**src/rtl/adc_avg_fifo.sv**
```systemverilog
// SAR ADC sequencer that averages 1/2/4/8 samples per result
// and buffers the results in a first-word-fall-through FIFO.
//
// Ports:
//   clk, rst            clock, synchronous active-high reset
//   en, trig, cont      enable, single-shot request, continuous mode
//   avg_sel             samples per result: 2^avg_sel
//   soc, eoc_in         start / end of conversion to/from SAR
//   data_in             SAR result, valid while eoc_in is high
//   rd, rd_data         FIFO pop and FIFO head
//   empty, full, level  FIFO status
//   thresh, thresh_hit  level threshold and its flag
//   ovf, ovf_clr        sticky overflow flag and its clear
//   busy                sequencer not idle
module adc_avg_fifo #(
  parameter int SIZE  = 8,
  parameter int DEPTH = 16,
  parameter int AW    = $clog2(DEPTH)
) (
  input  logic          clk,
  input  logic          rst,
  input  logic          en,
  input  logic          trig,
  input  logic          cont,
  input  logic [1:0]    avg_sel,
  output logic          soc,
  input  logic          eoc_in,
  input  logic [SIZE-1:0] data_in,
  input  logic          rd,
  output logic [SIZE-1:0] rd_data,
  output logic          empty,
  output logic          full,
  output logic [AW:0]   level,
  input  logic [AW:0]   thresh,
  output logic          thresh_hit,
  output logic          ovf,
  input  logic          ovf_clr,
  output logic          busy
);

  typedef enum logic [1:0] {
    IDLE  = 2'd0,
    START = 2'd1,
    WAIT  = 2'd2,
    PUSH  = 2'd3
  } state_t;

  state_t          state;
  logic [1:0]      n_sel;
  logic [SIZE+2:0] acc;
  logic [2:0]      cnt;
  logic            last;
  logic [SIZE-1:0] result;

  logic [SIZE-1:0] mem [DEPTH];
  logic [AW-1:0]   wr_ptr;
  logic [AW-1:0]   rd_ptr;
  logic            push;
  logic            wr_en;
  logic            rd_en;
  logic            ovf_set;

  // Widened compare so 8 samples (cnt wraps to 0) is detected.
  assign last = (({1'b0, cnt} + 4'd1) == (4'd1 << n_sel));

  // Truncating divide by 2^n_sel; the sum of 2^n samples
  // always fits in SIZE bits after the shift.
  always_comb begin
    result = acc[SIZE-1:0];
    unique case (n_sel)
      2'd0: result = acc[SIZE-1:0];
      2'd1: result = acc[SIZE:1];
      2'd2: result = acc[SIZE+1:2];
      2'd3: result = acc[SIZE+2:3];
      default: result = acc[SIZE-1:0];
    endcase
  end

  always_ff @(posedge clk) begin
    if (rst) begin
      state <= IDLE;
      soc   <= 1'b0;
      busy  <= 1'b0;
      acc   <= '0;
      cnt   <= '0;
      n_sel <= '0;
    end else if (!en) begin
      state <= IDLE;
      soc   <= 1'b0;
      busy  <= 1'b0;
      acc   <= '0;
      cnt   <= '0;
    end else begin
      soc <= 1'b0;
      unique case (state)
        IDLE: begin
          if (trig || cont) begin
            state <= START;
            soc   <= 1'b1;
            busy  <= 1'b1;
            n_sel <= avg_sel;
            acc   <= '0;
            cnt   <= '0;
          end
        end
        START: begin
          state <= WAIT;
        end
        WAIT: begin
          if (eoc_in) begin
            acc <= acc + {3'b000, data_in};
            cnt <= cnt + 3'd1;
            if (last) begin
              state <= PUSH;
            end else begin
              state <= START;
              soc   <= 1'b1;
            end
          end
        end
        PUSH: begin
          state <= IDLE;
          busy  <= 1'b0;
        end
        default: begin
          state <= IDLE;
          busy  <= 1'b0;
        end
      endcase
    end
  end

  assign push    = (state == PUSH);
  assign empty   = (level == '0);
  assign full    = (level == (AW+1)'(DEPTH));
  // A pop in the same cycle frees the slot a full push needs.
  assign wr_en   = push && (!full || rd);
  assign rd_en   = rd && !empty;
  assign ovf_set = push && full && !rd;
  assign rd_data = mem[rd_ptr];

  assign thresh_hit = (thresh != '0) && (level >= thresh);

  always_ff @(posedge clk) begin
    if (wr_en) begin
      mem[wr_ptr] <= result;
    end
  end

  always_ff @(posedge clk) begin
    if (rst) begin
      wr_ptr <= '0;
      rd_ptr <= '0;
      level  <= '0;
    end else begin
      if (wr_en) begin
        wr_ptr <= wr_ptr + AW'(1);
      end
      if (rd_en) begin
        rd_ptr <= rd_ptr + AW'(1);
      end
      unique case ({wr_en, rd_en})
        2'b10:   level <= level + (AW+1)'(1);
        2'b01:   level <= level - (AW+1)'(1);
        default: level <= level;
      endcase
    end
  end

  always_ff @(posedge clk) begin
    if (rst) begin
      ovf <= 1'b0;
    end else if (ovf_set) begin
      ovf <= 1'b1;
    end else if (ovf_clr) begin
      ovf <= 1'b0;
    end
  end

endmodule

```
**config.mk**
```make
export PLATFORM = sky130hd
export DESIGN_NAME = adc_avg_fifo
export DESIGN_NICKNAME = d
export VERILOG_FILES = /design/src/rtl/adc_avg_fifo.sv
export SDC_FILE = /design/constraint.sdc
export NUM_CORES = 1
export LEC_CHECK = 0
export ABC_AREA = 1
export BUFFER_PORTS_ARGS = -buffer_cell sky130_fd_sc_hd__buf_2
export CAP_MARGIN = 40
export CORE_ASPECT_RATIO = 1.1
export CORE_MARGIN = 2
export CORE_UTILIZATION = 57
export CTS_CLUSTER_SIZE = 16
export DETAILED_ROUTE_END_ITERATION = 16
export GPL_ROUTABILITY_DRIVEN = 0
export PLACE_DENSITY = 0.76
export SYNTH_ARGS = -nofsm -noshare
export SYNTH_HDL_FRONTEND = slang
export SYNTH_SLANG_ARGS = --single-unit
```
**constraint.sdc**
```tcl
create_clock -name clk -period 2.1 [get_ports clk]
set_input_delay 0.42 -clock clk [delete_from_list [all_inputs] [get_ports clk]]
set_output_delay 0.42 -clock clk [all_outputs]
set_load 0.1 [all_outputs]
```
==> results of run 1 <==
## cells in the final DEF, fill, tap and decap left out, drive strengths merged, types with 2 or more instances in the layout
master    Yosys  final
a21boi        2      2
a21oi        63     63
a32o          2      2
buf          22     91
bufinv        0      2
clkbuf        6     23
clkinv        0      2
clkinvlp      0      4
dfxtp        38     38
edfxtp      128    128
ha           23     23
inv         127    127
nand2       149    149
nand3        75     75
nand4         3      3
nor2         53     53
nor3          3      3
o2111ai       4      4
o211ai       32     32
o21ai        47     47
o21bai        2      2
o31ai         2      2
xnor2         5      5
xor2          8      8
## metrics by stage
stage | utilization, % | setup TNS [ns]
2_1_floorplan | - | -1.32
3_3_place_gp | 64.4 | 0
3_5_place_dp | 64.4 | -0.0138
4_1_cts | 70.2 | -0.990
5_1_grt | 71.5 | -1.66
6_report | 71.5 | -0.909
## registers in the layout (all words and copies together), names as in the netlist, named ones only
name,cells
acc,11
busy,1
cnt,3
level,5
mem,128
n_sel,2
ovf,1
rd_ptr,4
soc,1
state,2
wr_ptr,4
## layer usage
| layer | global-route usage (%) | part of all wire (%) |
|---|---|---|
| met1 | 31.1 | 39 |
| met2 | 44.0 | 52 |
| met3 | 5.40 | 6.5 |
| met4 | 10.2 | 2.6 |
| met5 | 0 | 0 |
## cell families after synthesis
group	after synthesis	synth area share [%]
adder cells (fa/ha/maj)	24	3.93
buffers and inverters	155	8.21
AO/OA/AOI/OAI	156	11.6
AND/OR/NAND/NOR	286	16.0
flip-flops	166	58.8
XOR/XNOR	13	1.45
## final timing paths
check	depth (start not counted)	from	to
worst min-delay path	3	avg_sel[0]	n_sel[0]
worst max-delay path	7	register	rd_data[1]
worst max register to register	16	level[0]	level[4]
worst min register to register	2	busy	busy
## critical path, stage by stage, from the launching register on
cell	delay (ns)
dfxtp_4	0.46
buf_12	0.21
nand2_2	0.06
o211ai_1	0.10
nand3_1	0.16
nand3_2	0.13
nand2_2	0.08
buf_12	0.17
## area by class of cell
cell class                      instances  area (µm²)  area share (%)
Clock inverter                          8         104            1.09
Inverter                              127         484            5.08
Tap cell                              184         230            2.42
Sequential cell                       166        4630            48.6
Multi-Input combinational cell        479        2840            29.8
Clock buffer                           22         444            4.66
Timing Repair Buffer                   92         788            8.28
## power breakdown
part           internal (W)  leakage [nW]  switching, W
Sequential          0.00363          1.50      0.000188
Clock               0.00173         0.252       0.00120
Combinational       0.00171          2.01       0.00321
## repair_timing
| item | CTS | global route |
|---|---|---|
| resized for setup | 31 | 29 |
| endpoints found under the setup margin | 9 | 12 |
| setup buffers | 11 | 7 |
| pin swaps | 4 | 18 |
| endpoints found under the hold margin | 0 | 0 |
| gates cloned | 0 | 1 |
==> run metrics, run 1 <==
max cap viols 0; warnings from Yosys 0; Core ar. 0.0133 mm²; DR vias 6,013; drc violations 0; PnR worst setup slack -0.131 ns; Design Power 0.0117 W; full die area 0.0147 mm²; # clock sinks 166; chip height 127 µm; synth cell count leaders nand2_1, edfxtp_1, inv_1; number of global-route vias before repair 6,022; I/O pin cnt 42; Fmax 0.448 GHz; Synth Flop Type edfxtp_1; biggest area consumer among synthesized cells edfxtp_1; CTS tree done; fin crit share 106%; antenna fix cells 0; post-cts hold buffer count 0; Seq/Total Area, Yosys 58.8%; initial antenna violation count 0; power per cell area 1230 mW/mm²; via-per-instance ratio 5.58; asr flop ratio synth 0%; GRT Residual Overflow 0; Syn Area/Cell 9.79 µm²; Port-buffer cells 41; CTS buffer count 17; first-pass iteration count of the detailed router 5; Die Wd 116 µm; DR iter-0 viols 522; clock period minus worst slack 2.23 ns; Post-synth EDFFs 128; Final HPWL DP 11,500 µm; antenna viol nets, final 0; final cell count without fillers 1,078; Total GRT Usage 25.5%; syn nets 847; Final Hold Viols 0; worst-case clock buffer depth 2; largest net degree at the start of global routing 45; CTS H-tree lvls 4; Final Skew 0.0117 ns; first-pass GRT wire length 28,800 µm; initial core utilization 58.8%; pre-CTS setup slack -0.0138 ns; Clock Root Buffer clkbuf_16; post-synthesis instance total 800; routed wire length 18,000 µm; slew margin rel. 62.5%; share of the synthesized area in the top cell type 49.1%; leakage power 3.76 nW; Row Count 44; worst hold path type in2reg; endpoints failing setup 9; Critical Path RT 1.68 ns; nature of the critical path endpoint primary output; Synth Cell Area 0.00783 mm²; Critical Path Fanout Max 34; Crit Path Class reg2out; Final #Nets 930; ranking of synthesized cells by area edfxtp_1, dfxtp_1, nand2_1; unrepaired setup endpoints after global routing true; worst skew pair latency 0.43 ns; placed cell count 1,029; synth unique cells 37; layout cells sized above 1 21.7%; Fill cells 950; outcome finished, violations left; Finished Cell Area 0.00952 mm²; Startpoint Class register; Layout area overhead 21.6%; most frequent cell after synthesis nand2_1; Seq cells post-synth 166; hold slack 0.274 ns; arrival time of the worst setup path 1.81 ns; violated checks setup timing; worst vdd ir 1540 µV; DP Area 0.00859 mm²; Wirelength per Cell 16.7 µm; worst slew pin tran 0.562 ns; Final Max Slew Viols 0; Reg2Reg Setup Slack 0.08 ns; Worst-path clk slew 0.06 ns
(Power assumes the default switching activity.)
==> run 2: changes to the inputs <==
==> config.mk (replaced) <==
export PLATFORM = sky130hd
export DESIGN_NAME = adc_avg_fifo
export DESIGN_NICKNAME = d
export VERILOG_FILES = /design/src/rtl/adc_avg_fifo.sv
export SDC_FILE = /design/constraint.sdc
export NUM_CORES = 1
export LEC_CHECK = 0
export BUFFER_PORTS_ARGS = -buffer_cell sky130_fd_sc_hd__buf_2
export CAP_MARGIN = 40
export CELL_PAD_IN_SITES_DETAIL_PLACEMENT = 1
export CELL_PAD_IN_SITES_GLOBAL_PLACEMENT = 1
export CORE_ASPECT_RATIO = 1.1
export CORE_MARGIN = 2
export CORE_UTILIZATION = 52
export CTS_CLUSTER_SIZE = 16
export DETAILED_ROUTE_END_ITERATION = 16
export GPL_ROUTABILITY_DRIVEN = 0
export PLACE_DENSITY = 0.81
export SYNTH_ARGS = -nofsm -noshare
export SYNTH_HDL_FRONTEND = slang
export SYNTH_SLANG_ARGS = --single-unit
==> run 2 against run 1 <==
Against the previous run: the flow still finishes with violations (setup timing); register-to-register slack worse by 0.50 ns; clock skew is 0.0014 ns lower; via count is 24% lower; fmax is 17% lower; final cell count is 27% lower; utilization is 4.8 points lower; clock power hardly changed; sequential cell count stayed put; power is 22% lower; routed wire length is 5.4% higher; combinational power is 48% lower.
==> run metrics, run 2 <==
number of global-route vias before repair 5,022 (-17%); most frequent cells in the layout edfxtp_1, buf_4, mux4_2; DR iter-0 viols 300 (-43%); largest net degree at the start of global routing 26 (-42%); worst skew pair latency 0.42 ns (about the same); Seq/Total Area, Yosys 61.6% (+2.8 points); area taken by multi-input logic gates 0.00286 mm² (+0.70%); # clock sinks 166 (unchanged); Critical Path RT 1.68 ns (about the same); Final Skew 0.0103 ns (-0.00139 ns); worst-case clock buffer depth 2 (unchanged); Largest register FFs 128 (unchanged); GRT Residual Overflow 0 (unchanged); sw frac 30.0% (-9.4 points); Post-synth EDFFs 128 (unchanged); endpoints failing setup 15 (+6); initial core utilization 53.7% (-5.0 points); hold slack 0.256 ns (-0.0179 ns); Crit Path Class reg2out; Core ar. 0.0139 mm² (+4.4%); register area 0.00463 mm² (-0.13%); Layout area overhead 24.0%; full die area 0.0153 mm² (+4.5%); worst hold path type in2reg; most frequent cell after synthesis edfxtp_1; CP top delay family multiplexers; antenna viol nets, final 0 (unchanged); Port-buffer cells 41 (unchanged); syn nets 529 (-38%); Final #Nets 628 (-32%); Wirelength per Cell 24.2 µm (+45%); Gate power share 28.0% (-14 points); Worst-path clk slew 0.06 ns (about the same); worst vdd ir 1290 µV (-16%); PnR worst setup slack -0.593 ns (-0.462 ns); CTS buffer count 17 (unchanged); worst slew pin tran 0.689 ns (+0.127 ns); initial antenna violation count 0 (unchanged); routed wire length 18,900 µm (+5.4%); outcome finished, violations left; asr flop ratio synth 0% (unchanged); Largest regs mem x128, acc x11, level x5; most flop-heavy register mem; slew margin rel. 54.0% (-8.5 points); Die Wd 118 µm (+2.2%); warnings from Yosys 0 (unchanged); Row Count 45 (+2.3%); Fmax 0.371 GHz (-17%); Final Max Slew Viols 0 (unchanged); Clock Root Buffer clkbuf_16; unrepaired setup endpoints after global routing true; via-per-instance ratio 5.83 (+4.5%); Reg2Reg Setup Slack -0.42 ns (-0.50 ns); drc violations 0 (unchanged); nature of the critical path endpoint primary output; CTS tree done; layout cells sized above 1 40.4% (+19 points); Synth Cell Area 0.00747 mm² (-4.6%); final setup TNS -5.85 ns (-4.94 ns); Crit path largest cell delay 0.56 ns (+0.10 ns); Total GRT Usage 25.7% (+0.18 points); Clock power frac 32.0% (+6.9 points); leakage power 3.13 nW (-17%); violated checks setup timing; Critical-path top delay cell mux4_2; share of the synthesized area in the top cell type 51.4% (+2.4 points); clock period minus worst slack 2.69 ns (+0.462 ns); crit path cell chain buf_12, mux4_2, mux4_2, buf_6; DR vias 4,558 (-24%); synth unique cells 54 (+46%); chip height 130 µm (+2.2%); Net Sw Power 0.00273 W (-41%); CTS H-tree lvls 4 (unchanged); Fill cells 1,285 (+35%); Final Hold Viols 0 (unchanged); Critical Path Fanout Max 14 (-59%); antenna fix cells 0 (unchanged); Syn Area/Cell 15.5 µm² (+58%); CP dominant cell by count mux4_2; ranking of synthesized cells by area edfxtp_1, dfxtp_1, mux4_1; power per cell area 980 mW/mm² (-20%); max cap viols 0 (unchanged); arrival time of the worst setup path 2.27 ns (+0.46 ns); first-pass iteration count of the detailed router 4 (-1); first-pass GRT wire length 28,700 µm (-0.17%); biggest area consumer among synthesized cells edfxtp_1; critical path buffer and inverter count 2 (unchanged); Synth Flop Type edfxtp_1; commonest non-fill, non-tap cell in the layout edfxtp_1; Seq cells post-synth 166 (unchanged); post-cts hold buffer count 0 (unchanged); sequential fraction of design power 40.0% (+7.3 points); post-synthesis instance total 482 (-40%); synth cell count leaders edfxtp_1, nor2_1, dfxtp_1; Startpoint Class register; fin crit share 128% (+22 points); I/O pin cnt 42 (unchanged); Int Power 0.00636 W (-10%); Final HPWL DP 12,400 µm (+7.8%)
[run 2: cell types whose count changed in the layout (fill, tap and decap cells not counted), sizes merged, moves of 8 or more]
cell | previous run | this run
a21oi | 63 | 22
buf | 91 | 105
clkinv | 2 | 10
inv | 127 | 19
mux4 | 0 | 48
nand2 | 149 | 24
nand2b | 0 | 10
nand3 | 75 | 8
o211ai | 32 | 3
o21ai | 47 | 6
[run 2: final timing paths]
path / startpoint / endpoint / depth (start not counted)
worst max-delay path: register / rd_data[6] / 4
worst min-delay path: avg_sel[1] / n_sel[1] / 3
worst max register to register: level[0] / level[4] / 10
worst min register to register: busy / busy / 2
[run 2: stage by stage]
| stage | util [%] | worst slack (ns) | power, W | instances | cell area (µm²) |
|---|---|---|---|---|---|
| after floorplan | - | -0.593 | 0.00528 | 482 | 7550 |
| after global placement | 59.4 | -0.240 | 0.00575 | 736 | 8270 |
| after detailed placement | 59.6 | -0.311 | 0.00582 | 738 | 8280 |
| after CTS | 65.3 | -0.601 | 0.00891 | 775 | 9080 |
| after global routing | 66.7 | -0.656 | 0.00938 | 782 | 9270 |
| final | 66.7 | -0.593 | 0.00908 | 782 | 9270 |
[run 2: timing repair]
action	in CTS	in global routing
hold endpoints to repair	0	0
gates resized for setup	46	22
pin swaps	19	15
setup endpoints to repair	47	70
setup buffers	6	7
[run 2: power by group through the flow]
stage	Clock (W)	Sequential (W)	Combinational, W
6_report	0.00290	0.00363	0.00255
5_1_grt	0.00306	0.00364	0.00268
4_1_cts	0.00295	0.00363	0.00233
3_5_place_dp	0	0.00369	0.00212
3_3_place_gp	0	0.00368	0.00207
2_1_floorplan	0	0.00384	0.00144
[run 2: worst min-delay path, cell delays in order]
cell and delay [ns]:
buf_2 0.10, nand3_1 0.06, a21oi_1 0.06
[run 2: area by class of cell]
cell class                 instances  share of cell area (%)
multi-input combinational        273                    30.9
clock buffer                      17                    4.59
inverter                          18                   0.796
timing repair buffer             105                    9.91
clock inverter                    15                    1.40
tap                              188                    2.54
sequential                       166                    49.9
[run 2: logic make-up (layout without fill, tap and decap cells)]
kind of cell	Yosys count	after routing	share of synthesized area (%)
AO/OA/AOI/OAI	61	61	5.76
XOR/XNOR	14	14	1.64
adder cells (fa/ha/maj)	24	24	4.12
buffers and inverters	43	155	2.90
flip-flops	166	166	61.6
multiplexers	51	51	16.1
AND/OR/NAND/NOR	123	123	7.89
[run 2: per-layer routing]
metal  global-route usage, %  part of all wire, %
met1                    30.0                   38
met2                    48.7                   56
met3                    4.81                  4.2
met4                    7.09                  2.4
met5                       0                    0
==> run 3: changes to the inputs <==
--- a/config.mk
+++ b/config.mk
@@ -5,17 +5,19 @@
 export SDC_FILE = /design/constraint.sdc
 export NUM_CORES = 1
 export LEC_CHECK = 0
+export ABC_AREA = 0
 export BUFFER_PORTS_ARGS = -buffer_cell sky130_fd_sc_hd__buf_2
 export CAP_MARGIN = 40
 export CELL_PAD_IN_SITES_DETAIL_PLACEMENT = 1
 export CELL_PAD_IN_SITES_GLOBAL_PLACEMENT = 1
 export CORE_ASPECT_RATIO = 1.1
 export CORE_MARGIN = 2
-export CORE_UTILIZATION = 52
+export CORE_UTILIZATION = 54
+export CTS_BUF_LIST = sky130_fd_sc_hd__clkbuf_4 sky130_fd_sc_hd__clkbuf_8
 export CTS_CLUSTER_SIZE = 16
 export DETAILED_ROUTE_END_ITERATION = 16
 export GPL_ROUTABILITY_DRIVEN = 0
-export PLACE_DENSITY = 0.81
+export PLACE_DENSITY = 0.83
 export SYNTH_ARGS = -nofsm -noshare
 export SYNTH_HDL_FRONTEND = slang
 export SYNTH_SLANG_ARGS = --single-unit
==> run 3 against run 2 <==
Against the previous run: the run still ends with setup timing left; non-clock buffer count shrank 9; routed wire length grew 7.1%; global-route usage increased by 0.52 points; utilization increased by 0.25 points; clock power shrank 14%; setup slack got worse by 0.13 ns; sequential share of layout area grew 0.63 points; final cell count decreased by 1.2%; hold slack worse by 0.045 ns; first-iteration DRC count increased by 46%.
==> run metrics, run 3 (synthesis gave the netlist of run 2 again) <==
outcome finished, violations left; violated checks setup timing; commonest non-fill, non-tap cell in the layout edfxtp_1; DR iter-0 viols 438 (+46%); met3 routed WL 1110 µm (+40%); worst skew pair latency 0.47 ns (+0.05 ns); worst-case clock buffer depth 2 (unchanged); endpoints failing setup 14 (-1); CTS H-tree lvls 4 (unchanged); most flop-heavy register mem; drc violations 0 (unchanged); CP Depth 4 (unchanged); fin crit share 135% (+6.4 points); Design Power 0.00857 W (-5.6%); chip height 127 µm (-1.8%); DR vias 4,774 (+4.7%); Startpoint Class register; critical path buffer and inverter count 2 (unchanged); Critical-path top delay cell mux4_2; Top Layer Used met4; worst hold path type in2reg; # clock sinks 166 (unchanged); initial antenna violation count 0 (unchanged); Clock Root Buffer clkbuf_8; Total GRT Usage 26.2% (+0.52 points); Final HPWL DP 11,900 µm (-4.6%); unrepaired setup endpoints after global routing true; GRT Residual Overflow 0 (unchanged); Worst-path clk slew 0.11 ns (+0.05 ns); I/O pin cnt 42 (unchanged); Metal-1 WL 7320 µm (+2.0%); worst slew pin tran 0.715 ns (+0.0262 ns); Core ar. 0.0137 mm² (-1.6%); Crit path largest cell delay 0.55 ns (about the same); slew margin rel. 52.2% (-1.8 points); Die Wd 116 µm (-1.8%); routed wl met2 11,200 µm (+7.0%); max cap viols 0 (unchanged); Final Hold Viols 0 (unchanged); Layout area overhead 22.5%; Port-buffer cells 41 (unchanged); clock period minus worst slack 2.83 ns (+0.134 ns); R2R depth 9 (-1); CTS buffer count 17 (unchanged); arrival time of the worst setup path 2.41 ns (+0.14 ns); CTS tree done; antenna fix cells 0 (unchanged); Fmax 0.354 GHz (-4.7%); largest net degree at the start of global routing 33 (+27%); most frequent cells in the layout edfxtp_1, mux4_2, buf_4; first-pass GRT wire length 27,800 µm (-3.2%); Final #Nets 619 (-1.4%); Largest regs mem x128, acc x11, level x5; crit path cell chain buf_12, mux4_2, mux4_2, buf_8; full die area 0.0148 mm² (-3.6%); number of global-route vias before repair 4,996 (-0.52%); initial core utilization 54.6% (+0.88 points); CP top delay family multiplexers; Crit Path Class reg2out; via-per-instance ratio 6.18 (+6.0%); nature of the critical path endpoint primary output; layout cells sized above 1 39.8% (-0.57 points); Final Max Slew Viols 0 (unchanged); Critical Path Fanout Max 11 (-3); post-cts hold buffer count 0 (unchanged); Hold Crit Depth 3 (unchanged); antenna viol nets, final 0 (unchanged); Largest register FFs 128 (unchanged); final setup TNS -6.68 ns (-0.830 ns); Critical Path RT 1.68 ns (about the same); Wirelength per Cell 26.2 µm (+8.4%); Final Skew 0.0191 ns (+0.00879 ns); first-pass iteration count of the detailed router 5 (+1); power per cell area 937 mW/mm² (-4.4%); CP dominant cell by count mux4_2; leakage power 3.03 nW (-3.1%); PnR worst setup slack -0.727 ns (-0.134 ns); routed wire length 20,300 µm (+7.1%); Row Count 45 (unchanged); worst vdd ir 1560 µV (+22%)
==> run 3: cell types whose count changed in the layout (fill, tap and decap cells not counted), moves of 3 or more <==
cell,before,now
a21oi_2,3,6
nor2_2,6,1
clkinv_2,4,1
buf_4,47,38
clkbuf_8,0,17
buf_6,16,9
clkbuf_16,17,0
clkinv_4,5,2
inv_8,0,3
buf_12,11,16
nor2_4,8,12
==> run 3: metal layers <==
layer,GRT usage (%),up-vias
met5,0,-
met4,9.59,0
met3,5.46,49
met2,46.4,218
met1,31.5,2455
li1,-,2052
==> run 3: per-stage QoR <==
step / cell area (µm²) / cells / worst slack [ns] / hold WS, ns / util [%]
final: 9150 / 773 / -0.727 / 0.211 / 66.9
after global routing: 9150 / 773 / -0.775 / 0.224 / 66.9
after CTS: 8870 / 763 / -0.724 / 0.193 / 64.9
after detailed placement: 8170 / 726 / -0.365 / 0.462 / 59.7
after global placement: 8170 / 726 / -0.284 / 0.458 / 59.7
after floorplan: 7550 / 482 / -0.593 / 0.448 / -
==> run 3: where the power goes <==
part / total [W] / switching, W / internal [W]
combinational: 0.00242 / 0.00132 / 0.00110
sequential: 0.00365 / 0.000104 / 0.00355
clock: 0.00250 / 0.00130 / 0.00121
==> run 3: worst register-to-register path, cell delays in order, from the launching register on <==
cell and delay [ns]:
dfxtp_4 0.37, or4_4 0.53, o21a_4 0.23, ha_4 0.17, xor2_1 0.14, ha_2 0.23, a21oi_2 0.04, xor2_1 0.15
or3_1 0.33, a21oi_2 0.12
==> run 3: final timing paths <==
kind / start / to / slack, ns
max: register / rd_data[3] / -0.73
min: avg_sel[0] / n_sel[0] / 0.21
max reg2reg: level[1] / level[2] / -0.27
min reg2reg: busy / busy / 0.48
==> run 3: final cells by class <==
cell class                      instances  area (µm²)
Clock buffer                           17         234
Multi-Input combinational cell        273        2880
Fill cell                            1252        4530
Clock inverter                         15         194
Timing Repair Buffer                   96         915
Inverter                               18        73.8
Sequential cell                       166        4630
Tap cell                              188         235
==> run 3: repair_timing <==
| item | CTS | global route |
|---|---|---|
| gates resized for setup | 53 | 24 |
| gates cloned | 1 | 0 |
| hold endpoints to repair | 0 | 0 |
| pin swaps | 17 | 13 |
| setup endpoints to repair | 24 | 96 |
| setup buffers | 4 | 10 |
